### config.mk
export PLATFORM = sky130hd
export DESIGN_NAME = simon_key_sequencer
export DESIGN_NICKNAME = d
export VERILOG_FILES = /design/src/rtl/simon_key_sequencer.sv
export SDC_FILE = /design/constraint.sdc
export NUM_CORES = 1
export LEC_CHECK = 0
export CORE_MARGIN = 2
export CORE_UTILIZATION = 44
export CTS_BUF_LIST = sky130_fd_sc_hd__clkbuf_4 sky130_fd_sc_hd__clkbuf_8 sky130_fd_sc_hd__clkbuf_16
export DETAILED_ROUTE_END_ITERATION = 16
export DONT_BUFFER_PORTS = 1
export GPL_ROUTABILITY_DRIVEN = 0
export SETUP_SLACK_MARGIN = 0.4
export SLEW_MARGIN = 15
export SYNTH_ARGS = -nofsm -noshare
export SYNTH_HDL_FRONTEND = slang
export SYNTH_SLANG_ARGS = --single-unit
### constraint.sdc
create_clock -name clk -period 5.2 [get_ports clk]
set_input_delay 0.52 -clock clk [delete_from_list [all_inputs] [get_ports clk]]
set_output_delay 0.52 -clock clk [all_outputs]
set_load 0.1 [all_outputs]
### src/rtl/simon_key_sequencer.sv
// SIMON32/64 sequential key expander: loads a 64-bit master key and streams
// round keys k0..k(NUM_ROUNDS-1) from a 4-word sliding window over valid/ready.
module simon_key_sequencer #(
  parameter int unsigned NUM_ROUNDS = 32,
  parameter logic [61:0] Z_SEQ      = 62'b01100111000011010100100010111110110011100001101010010001011111,
  parameter logic [15:0] C_CONST    = 16'hFFFC
) (
  input  logic        clk,
  input  logic        rst,
  input  logic [63:0] key_in,
  input  logic        key_valid,
  output logic        key_ready,
  input  logic        abort,
  output logic [15:0] rk_data,
  output logic [4:0]  rk_index,
  output logic        rk_last,
  output logic        rk_valid,
  input  logic        rk_ready,
  output logic        busy
);

  typedef enum logic {IDLE, EMIT} state_t;

  localparam logic [4:0] LAST_IDX = 5'(NUM_ROUNDS - 1);

  state_t      state, state_nxt;
  logic [15:0] w0, w1, w2, w3;
  logic [4:0]  idx;
  logic [15:0] t, u, nxt;
  logic        accept_key, beat, is_last;

  assign is_last    = (idx == LAST_IDX);
  assign accept_key = (state == IDLE) && key_valid && !abort;
  assign beat       = (state == EMIT) && rk_ready && !abort;

  // Window holds k(idx)..k(idx+3); nxt is k(idx+4).
  always_comb begin
    t   = {w3[2:0], w3[15:3]} ^ w1;
    u   = t ^ {t[0], t[15:1]};
    nxt = u ^ w0 ^ {15'b0, Z_SEQ[idx]} ^ C_CONST;
  end

  always_ff @(posedge clk or posedge rst) begin
    if (rst) state <= IDLE;
    else     state <= state_nxt;
  end

  always_comb begin
    state_nxt = state;
    case (state)
      IDLE: if (accept_key) state_nxt = EMIT;
      EMIT: if (abort || (beat && is_last)) state_nxt = IDLE;
      default: state_nxt = IDLE;
    endcase
  end

  always_comb begin
    key_ready = (state == IDLE);
    rk_valid  = (state == EMIT);
    busy      = (state == EMIT);
    rk_data   = (state == EMIT) ? w0  : '0;
    rk_index  = (state == EMIT) ? idx : '0;
    rk_last   = (state == EMIT) && is_last;
  end

  always_ff @(posedge clk or posedge rst) begin
    if (rst) begin
      w0  <= '0;
      w1  <= '0;
      w2  <= '0;
      w3  <= '0;
      idx <= '0;
    end else if (accept_key) begin
      w0  <= key_in[15:0];
      w1  <= key_in[31:16];
      w2  <= key_in[47:32];
      w3  <= key_in[63:48];
      idx <= '0;
    end else if ((state == EMIT) && abort) begin
      idx <= '0;
    end else if (beat) begin
      if (is_last) begin
        idx <= '0;
      end else begin
        w0  <= w1;
        w1  <= w2;
        w2  <= w3;
        w3  <= nxt;
        idx <= idx + 5'd1;
      end
    end
  end

endmodule

# Word level (Yosys, flattened, before mapping)
# Memory sizes are Yosys's and may differ from the RTL's.
# Cells that the tools add are included.
word_totals:
  reg_bits: 70
  latch_bits: 0
  ramBits: 0
  romBits: 32
  inputBits: 69
  out_inout_bits: 25
  elab_cells: 56
  n_memories: 1
classes:
  n_addsub: 1
  multipliers: 0
  n_div: 0
  n_lt_le_gt_ge: 1
  n_eq_ne: 3
  shift: 0
  mux: 26
  bitwise: 6
  reduce_logical: 12
mem_list:
  columns: ["name", "depth", "width", "rd", "rd_ports_with_merged_regs", "wr", "line", "text"]
  rows:
  - ["(no name shown)", 32, 1, 1, 0, 0, "40", "nxt = u ^ w0 ^ {15'b0, Z_SEQ[idx]} ^ C_CONST;"]
op_table:
  columns: ["cell", "count"]
  rows:
  - ["16-bit 2-to-1 mux", 17]
  - ["16-bit XOR", 3]
  - ["5-bit 2-to-1 mux", 5]
  - ["16-bit by 1-bit XOR with 16-bit output", 1]
  - ["14-bit NOT", 1]
  - ["1-bit logical AND", 7]
  - ["5-bit by 7-bit less-than comparator with 1-bit output (second input constant)", 1]
  - ["5-bit by 1-bit adder with 5-bit output (second input constant)", 1]
  - ["5-bit equality test (second input constant)", 1]
  - ["2-bit != test (second input constant)", 2]
  - ["1-bit 2-to-1 mux", 3]
  - ["3-bit AND reduction", 1]
  - ["3-bit nonzero test", 1]
  - ["1-bit case mux with 2 select lines", 1]
  - ["2-bit nonzero test", 1]
  - ["1-bit logical NOT", 1]
  - ["1-bit logical OR", 1]
  - ["1-bit NOT", 1]

# Longest topological paths before layout
# Gate-level depths: netlist (run 1).
depth:
  depth_word: 9
  depth_mapped: 9

# Least setup slack after synthesis (run 1)
# OpenSTA, ideal clock, no wires.
synth_timing:
  path_type: "reg2out"
  start: "reg state (netlist: busy)"
  end: "out rk_index[4]"
  arrival_time_ns: 3.111
  t_required_ns: 4.680
  slack_ns: 1.569
  path_stages_with_launch: 4
  path_buffers: 1
  cell_sequence: "dfrtp_1 -> buf_2 -> inv_1 -> nor2_1"
synth_via:
  elab_chain_len: 1
synth_rtl:
  columns: ["element", "line", "text"]
  rows:
  - ["from (decl)", "26", "state_t state, state_nxt;"]
  - ["from (signal assigned)", "45", "else state <= state_nxt;"]
  - ["5-bit 2-to-1 mux", "62", "rk_index = (state == EMIT) ? idx : '0;"]
  - ["to (decl)", "15", "output logic [4:0] rk_index,"]
# Every way passes these cells.

# Worst setup path after layout (run 1)
# Ends and elaborated chain as after synthesis.

==> flow_metrics.env, run 1 <==
export IMPL_post_cts_hold_buffer_count=0
export IMPL_criticalPathCategory="reg2out"
export IMPL_layout_common_cells="sky130_fd_sc_hd__nand2_1 (118), sky130_fd_sc_hd__dfrtp_1 (69), sky130_fd_sc_hd__nor2_1 (63)"
export IMPL_grt_antenna_before_repair=0
export IMPL_route_vias_total=3170
export IMPL_antenna_diode_count=0
export IMPL_synth_ff_latch_count=70
export IMPL_cellLeakagePower_nw=1.968
export IMPL_critical_path_buf_inv_count=1
export IMPL_cp_slowest_stage_delay_ps=1000
export IMPL_clock_fmax_ghz=0.3182
export IMPL_period_share_pct=60.43
export IMPL_cts_bufs_inserted=9
export IMPL_crit_path_max_fanout=32
export IMPL_fp_dieH_um=100.6
export IMPL_layout_area_overhead_vs_synth_pct=5.364
export IMPL_finalCriticalPeriod_ps=3142
export IMPL_floorplan_die_area_sq_um=10120
export IMPL_powerDensity_nw_per_um2=563.3
export IMPL_drt_initial_drc_count=177
export IMPL_first_pass_iters=5
export IMPL_global_route_overflow=0
export IMPL_drive_above_1_share_pct=6.550
export IMPL_clock_latency_of_the_later_clocked_register_in_the_worst_skew_pair_ps=340
export IMPL_syn_mean_instance_area_sq_um=8.716
export IMPL_synth_fp_nets=545
export IMPL_post_layout_total_power_mw=2.436
export IMPL_cts_tree="done"
export IMPL_effective_utilization_at_floorplan_pct=44.85
export IMPL_tightest_slew_ps=1058
export IMPL_worst_setup_path_startpoint="busy"
export IMPL_drt_wirelength_per_cell_um=17.08
export IMPL_worstPathRequired_ps=4680
export IMPL_maxCapViolations=0
export IMPL_cts_reportedPaths_clkPinSlew_ps=70
export IMPL_crit_family="simple AND/OR/NAND/NOR gates"
export IMPL_finalNetCount=528
export IMPL_ys_types=40
export IMPL_power_ir_vdd_worst_mv=0.2245
export IMPL_grt_pass1_vias=3025
export IMPL_ys_seq_area_share_pct=42.67
export IMPL_clk_path_buf_depth=2
export IMPL_total_clock_sinks=70
export IMPL_holdCritPathClass="in2async"
export IMPL_grt_start_max_net_pins=66
export IMPL_worst_r2r_startpoint="idx[1]"
export IMPL_timing_critical_path_cells="inv_1, nor2_2"
export IMPL_timing_critical_path_arrival_ps=2620
export IMPL_ys_async_sr_fraction_pct=100.0
export IMPL_fin_worst_skew_ps=6.191
export IMPL_worst_slew_margin_rel_pct=29.40
export IMPL_cts_root_buffer="sky130_fd_sc_hd__clkbuf_8"
export IMPL_ys_warn_count=0
export IMPL_number_of_buffers_inserted_by_port_buffering=0
export IMPL_route_detailed_vias_per_inst=5.571
export IMPL_drt_antenna_violating_nets=0
export IMPL_grt_first_pass_wirelength_um=15600
export IMPL_mappedNetlistArea_sq_um=4105
export IMPL_rows=35
export IMPL_h_tree_depth=3
export IMPL_run_status="completed"
export IMPL_finalWirelength_um=9716
export IMPL_design_core_area_sq_um=9153
export IMPL_yosys_most_used_dff="sky130_fd_sc_hd__dfrtp_1"
export IMPL_layout_cells_most_common="sky130_fd_sc_hd__nand2_1"
export IMPL_fin_setup_tns_ps=0
export IMPL_chipWidth_um=100.6
export IMPL_io_pin_count=94
export IMPL_slowest_stage="sky130_fd_sc_hd__nor2_2"
export IMPL_cts_resized=0
export IMPL_grt_usage_pct=19.93
export IMPL_cts_post_setup_buffers_inserted=0
export IMPL_cp_end_kind="primary output"
export IMPL_drc=0
export IMPL_setup_viol_count_final=0
export IMPL_rsz_0062_raised_after_global_routing="no"
export IMPL_timing_max_transition_violations_final=0
export IMPL_synth_enable_flop_cells=0
export IMPL_timing_hold_violations_final=0
export IMPL_post_synth_inst_count=471
export IMPL_setup_worst_path_start_class="register"
export IMPL_post_dp_hpwl_um=6666
==> layer usage <==
layer | global-route usage [%] | up-vias | wire, um
li1 | - | 1549 | -
met1 | 28.65 | 1502 | 4466
met2 | 30.00 | 111 | 4436
met3 | 5.756 | 8 | 740
met4 | 4.426 | 0 | 72
met5 | 0 | - | 0
==> final timing paths <==
kind | endpoint | slack (ps) | cells past startpoint
setup / recovery | rk_index[4] | 2060 | 2
hold / removal | w2[1] | 210 | 1
setup reg to reg | w3[8] | 2700 | 8
hold reg to reg | w1[3] | 540 | 2
max in group asynchronous | busy | 4040 | 2
min in group clk | busy | 230 | 1
==> report_power, final <==
group	switching [mW]	total (mW)	leakage, nW	internal, mW
sequential	0.186	0.915	0.798	0.729
combinational	0.583	1.10	1.07	0.520
clock	0.199	0.420	0.0994	0.220
total	0.968	2.44	1.97	1.47
==> registers in the layout, indices dropped and copies added (netlist names) <==
register,count
idx,5
busy,1
w1,16
w0,16
w2,16
w3,16
==> cell usage after synthesis, drive strengths merged, types with 2 or more instances <==
library cell  instances  share of area [%]
and2                 21                3.2
a21oi                 5               0.70
nor2b                 2               0.30
ha                    5                1.5
inv                   6               0.55
o21ai                34                4.1
a31oi                49                7.5
dfrtp                70                 43
nor2                 65                5.9
nand3                 2               0.24
clkbuf               11                1.0
nor3b                 3               0.67
mux2i                 3               0.73
xnor3                16                8.8
xor2                 18                3.8
a211o                 2               0.43
nand2b                2               0.30
buf                  23                3.1
nand2               118                 11
==> stage by stage <==
step / util, % / setup slack, ps / hold slack, ps / cell area [sq um] / instances
CTS: 47.26 / 2005 / 211.7 / 4325 / 569
global route: 47.26 / 1905 / 210.6 / 4325 / 569
floorplan: - / 1569 / 496.5 / 4105 / 471
finish: 47.26 / 2058 / 205.5 / 4325 / 569
global placement: 45.24 / 2434 / 522.5 / 4140 / 554
detailed placement: 45.24 / 2391 / 530.0 / 4140 / 554
==> layout make-up <==
class                      count  area (sq um)
clock buffer                  14         180.2
clock inverter                 1         5.005
fill                         891          4827
inverter                       6         22.52
multi-input combinational    361          2181
sequential                    70          1753
tap                          111         138.9
timing repair buffer           6         45.04
==> cell families after synthesis <==
family	share of synthesized area (%)
xor+xnor	12.83
fa+ha+maj	1.524
buf+inv	4.663
simple gates	22.74
flops	42.67
mux	1.280
compound gates	14.29
No activity file was read; power rests on OpenSTA's default activity.
==> run 2: changes to the inputs <==
--- a/config.mk
+++ b/config.mk
@@ -5,6 +5,7 @@
 export SDC_FILE = /design/constraint.sdc
 export NUM_CORES = 1
 export LEC_CHECK = 0
+export ABC_AREA = 1
 export CORE_MARGIN = 2
 export CORE_UTILIZATION = 44
 export CTS_BUF_LIST = sky130_fd_sc_hd__clkbuf_4 sky130_fd_sc_hd__clkbuf_8 sky130_fd_sc_hd__clkbuf_16
==> constraint.sdc (replaced) <==
create_clock -name clk -period 2.75 [get_ports clk]
set_input_delay 0.275 -clock clk [delete_from_list [all_inputs] [get_ports clk]]
set_output_delay 0.275 -clock clk [all_outputs]
set_load 0.1 [all_outputs]
==> flow_metrics.env, run 2 <==
export IMPL_criticalPathCategory="reg2reg"
export IMPL_synth_top_area_share_pct=40.85
export IMPL_finalCriticalPeriod_ps=2169
export IMPL_finalNonFillerCells=777
export IMPL_maxCapViolations=0
export IMPL_effective_utilization_at_floorplan_pct=44.69
export IMPL_holdCritPathClass="in2reg"
export IMPL_grt_pass1_vias=3451
export IMPL_post_synth_most_frequent_cells="sky130_fd_sc_hd__nand2_1 (240), sky130_fd_sc_hd__nor2_1 (78), sky130_fd_sc_hd__dfrtp_1 (70)"
export IMPL_drt_initial_drc_count=214
export IMPL_grt_usage_pct=20.33
export IMPL_cts_bufs_inserted=9
export IMPL_p_sw_mw=2.197
export IMPL_layout_cells_most_common="sky130_fd_sc_hd__nand2_1"
export IMPL_layout_area_overhead_vs_synth_pct=9.746
export IMPL_yosys_most_used_dff="sky130_fd_sc_hd__dfrtp_1"
export IMPL_post_synth_inst_count=626
export IMPL_clock_latency_of_the_later_clocked_register_in_the_worst_skew_pair_ps=350
export IMPL_post_route_worst_setup_slack_ps=580.8
export IMPL_global_route_overflow=0
export IMPL_crit_family="buffers and inverters"
export IMPL_run_status="completed"
export IMPL_hold_slack_ps=15.53
export IMPL_mappedNetlistArea_sq_um=4288
export IMPL_grt_start_max_net_pins=71
export IMPL_ff2ff_setup_slack_ps=580
export IMPL_crit_path_max_fanout=48
export IMPL_worst_slew_margin_rel_pct=49.17
export IMPL_placedCellCount=760
export IMPL_critical_path_buf_inv_count=2
export IMPL_timing_hold_violations_final=0
export IMPL_power_ir_vdd_worst_mv=0.3858
export IMPL_worst_slack_after_detailed_placement_ps=580.2
export IMPL_drc=0
export IMPL_io_pin_count=94
export IMPL_ys_types=27
export IMPL_timing_reg2reg_worst_path_depth=10
export IMPL_setup_worst_path_start_class="register"
export IMPL_timing_critical_path_arrival_ps=2440
export IMPL_h_tree_depth=3
export IMPL_cp_end_kind="register"
export IMPL_global_route_usage_met3_pct=4.881
export IMPL_worst_r2r_startpoint="idx[1]"
export IMPL_ys_warn_count=0
export IMPL_first_pass_iters=4
export IMPL_drt_antenna_violating_nets=0
export IMPL_synth_enable_flop_cells=0
export IMPL_switching_fraction_of_total_power_pct=46.12
export IMPL_post_dp_hpwl_um=7265
export IMPL_clkPwrFrac_pct=15.8
export IMPL_fp_dieH_um=102.7
export IMPL_period_share_pct=78.88
export IMPL_cp_slowest_stage_delay_ps=450
export IMPL_powerDensity_nw_per_um2=1012
export IMPL_synth_fp_nets=700
export IMPL_fin_setup_tns_ps=0
export IMPL_total_clock_sinks=70
export IMPL_fill_cells=953
export IMPL_whs_endpoint="busy"
export IMPL_route_detailed_vias_per_inst=4.987
export IMPL_timing_max_transition_violations_final=0
export IMPL_drt_wirelength_per_cell_um=13.14
export IMPL_rsz_0062_raised_after_global_routing="no"
export IMPL_clk_path_buf_depth=2
export IMPL_chipWidth_um=102.7
export IMPL_use_met2_pct=31.17
export IMPL_design_core_area_sq_um=9594
export IMPL_internal_power_mw=2.567
export IMPL_cts_root_buffer="sky130_fd_sc_hd__clkbuf_8"
export IMPL_floorplan_die_area_sq_um=10550
export IMPL_tightest_slew_ps=761.4
export IMPL_netlist_top_cell_by_area="sky130_fd_sc_hd__dfrtp_1"
export IMPL_ys_seq_area_share_pct=40.85
export IMPL_synth_most_common_cell="sky130_fd_sc_hd__nand2_1"
export IMPL_comb_power_share_pct=46.7
export IMPL_holdCritStartpoint="rk_ready"
export IMPL_slowest_stage="sky130_fd_sc_hd__dfrtp_1"
export IMPL_finalNetCount=713
export IMPL_number_of_buffers_inserted_by_port_buffering=0
export IMPL_grt_most_used_layer="met2"
export IMPL_grt_met1_usage_pct=28.74
export IMPL_route_vias_total=3875
export IMPL_sequentialPowerShare_pct=37.5
export IMPL_rows=36
export IMPL_antenna_diode_count=0
export IMPL_cts_reportedPaths_clkPinSlew_ps=80
export IMPL_grt_antenna_before_repair=0
export IMPL_fin_worst_skew_ps=11.31
export IMPL_timing_critical_path_cells="ha_1, nand2_1, nor2_1, ha_1, nand2_1, nand2_2, inv_4, buf_4, nor2_1, a31oi_1"
export IMPL_setup_viol_count_final=0
export IMPL_drive_above_1_share_pct=9.627
export IMPL_cts_tree="done"
export IMPL_clock_fmax_ghz=0.4610
export IMPL_cts_post_setup_buffers_inserted=0
export IMPL_utilization_pct=49.05
export IMPL_synth_top_cells_by_area="sky130_fd_sc_hd__dfrtp_1 (41%), sky130_fd_sc_hd__nand2_1 (21%), sky130_fd_sc_hd__nor2_1 (6.8%)"
export IMPL_cellLeakagePower_nw=2.514
export IMPL_finalWirelength_um=10210
export IMPL_cts_resized=0
export IMPL_reg2reg_to="w1[5]"
export IMPL_layout_common_cells="sky130_fd_sc_hd__nand2_1 (240), sky130_fd_sc_hd__nor2_1 (78), sky130_fd_sc_hd__dfrtp_1 (69)"
export IMPL_synth_ff_latch_count=70
export IMPL_grt_first_pass_wirelength_um=16620
export IMPL_timing_hold_worst_path_depth=1
export IMPL_ys_async_sr_fraction_pct=100.0
export IMPL_syn_mean_instance_area_sq_um=6.850
export IMPL_worstPathRequired_ps=3020
[run 2: area by class of cell]
cell class / instances / area, sq um / area share, %
multi-input cells: 462 / 2115 / 44.93
flip-flops and latches: 70 / 1753 / 37.25
repair buffers: 33 / 262.8 / 5.584
inverters: 63 / 239.0 / 5.078
well taps: 133 / 166.4 / 3.536
clock buffers: 11 / 145.1 / 3.084
clock inverters: 5 / 25.02 / 0.5318
[run 2: routing by layer]
layer	vias to the layer above	wire length, um
met1	1767	4803
li1	1995	-
met3	13	684
met5	-	0
met2	100	4553
met4	0	165
[run 2: worst max-delay path by stage]
stage                start  depth (start not counted)  endpoint
floorplan              rst                          1      busy
CTS                 idx[1]                         10     w1[5]
global placement    idx[1]                         10     w0[3]
global route        idx[1]                         10     w2[5]
detailed placement  idx[1]                         10     w1[5]
finish              idx[1]                         10     w1[5]
[run 2: power by group through the flow]
stage	logic (mW)	clock network, mW	registers, mW
after floorplan	1.91	0	1.67
after global placement	2.16	0	1.79
after detailed placement	2.23	0	1.80
after CTS	2.24	0.765	1.79
after global routing	2.55	0.813	1.84
final	2.23	0.751	1.79
[run 2: worst reg2reg max path: stages (launching register included)]
cell and delay (ps):
sky130_fd_sc_hd__dfrtp_1 450, sky130_fd_sc_hd__ha_1 230, sky130_fd_sc_hd__nand2_1 100, sky130_fd_sc_hd__nor2_1 70, sky130_fd_sc_hd__ha_1 210, sky130_fd_sc_hd__nand2_1 90, sky130_fd_sc_hd__nand2_2 70, sky130_fd_sc_hd__inv_4 320
sky130_fd_sc_hd__buf_4 330, sky130_fd_sc_hd__nor2_1 60, sky130_fd_sc_hd__a31oi_1 160
[run 2: metrics by stage]
step / area, sq um / power (mW)
after floorplan: 4289 / 3.586
after global placement: 4526 / 3.951
after detailed placement: 4526 / 4.030
after CTS: 4706 / 4.791
after global routing: 4706 / 5.211
final: 4706 / 4.765
[run 2: repair_timing]
| item | 4_1_cts | 5_1_grt |
|---|---|---|
| endpoints found under the setup margin | 0 | 0 |
| endpoints found under the hold margin | 70 | 0 |
| hold buffers | 1 | 0 |
[run 2: logic make-up after synthesis]
family	share of synthesized area, %
buffers and inverters	9.834
adders and majority gates	1.459
xor gates and xnor gates	3.268
AOI/OAI and AO/OA	10.59
DFF	40.85
and+or+nand+nor	33.99
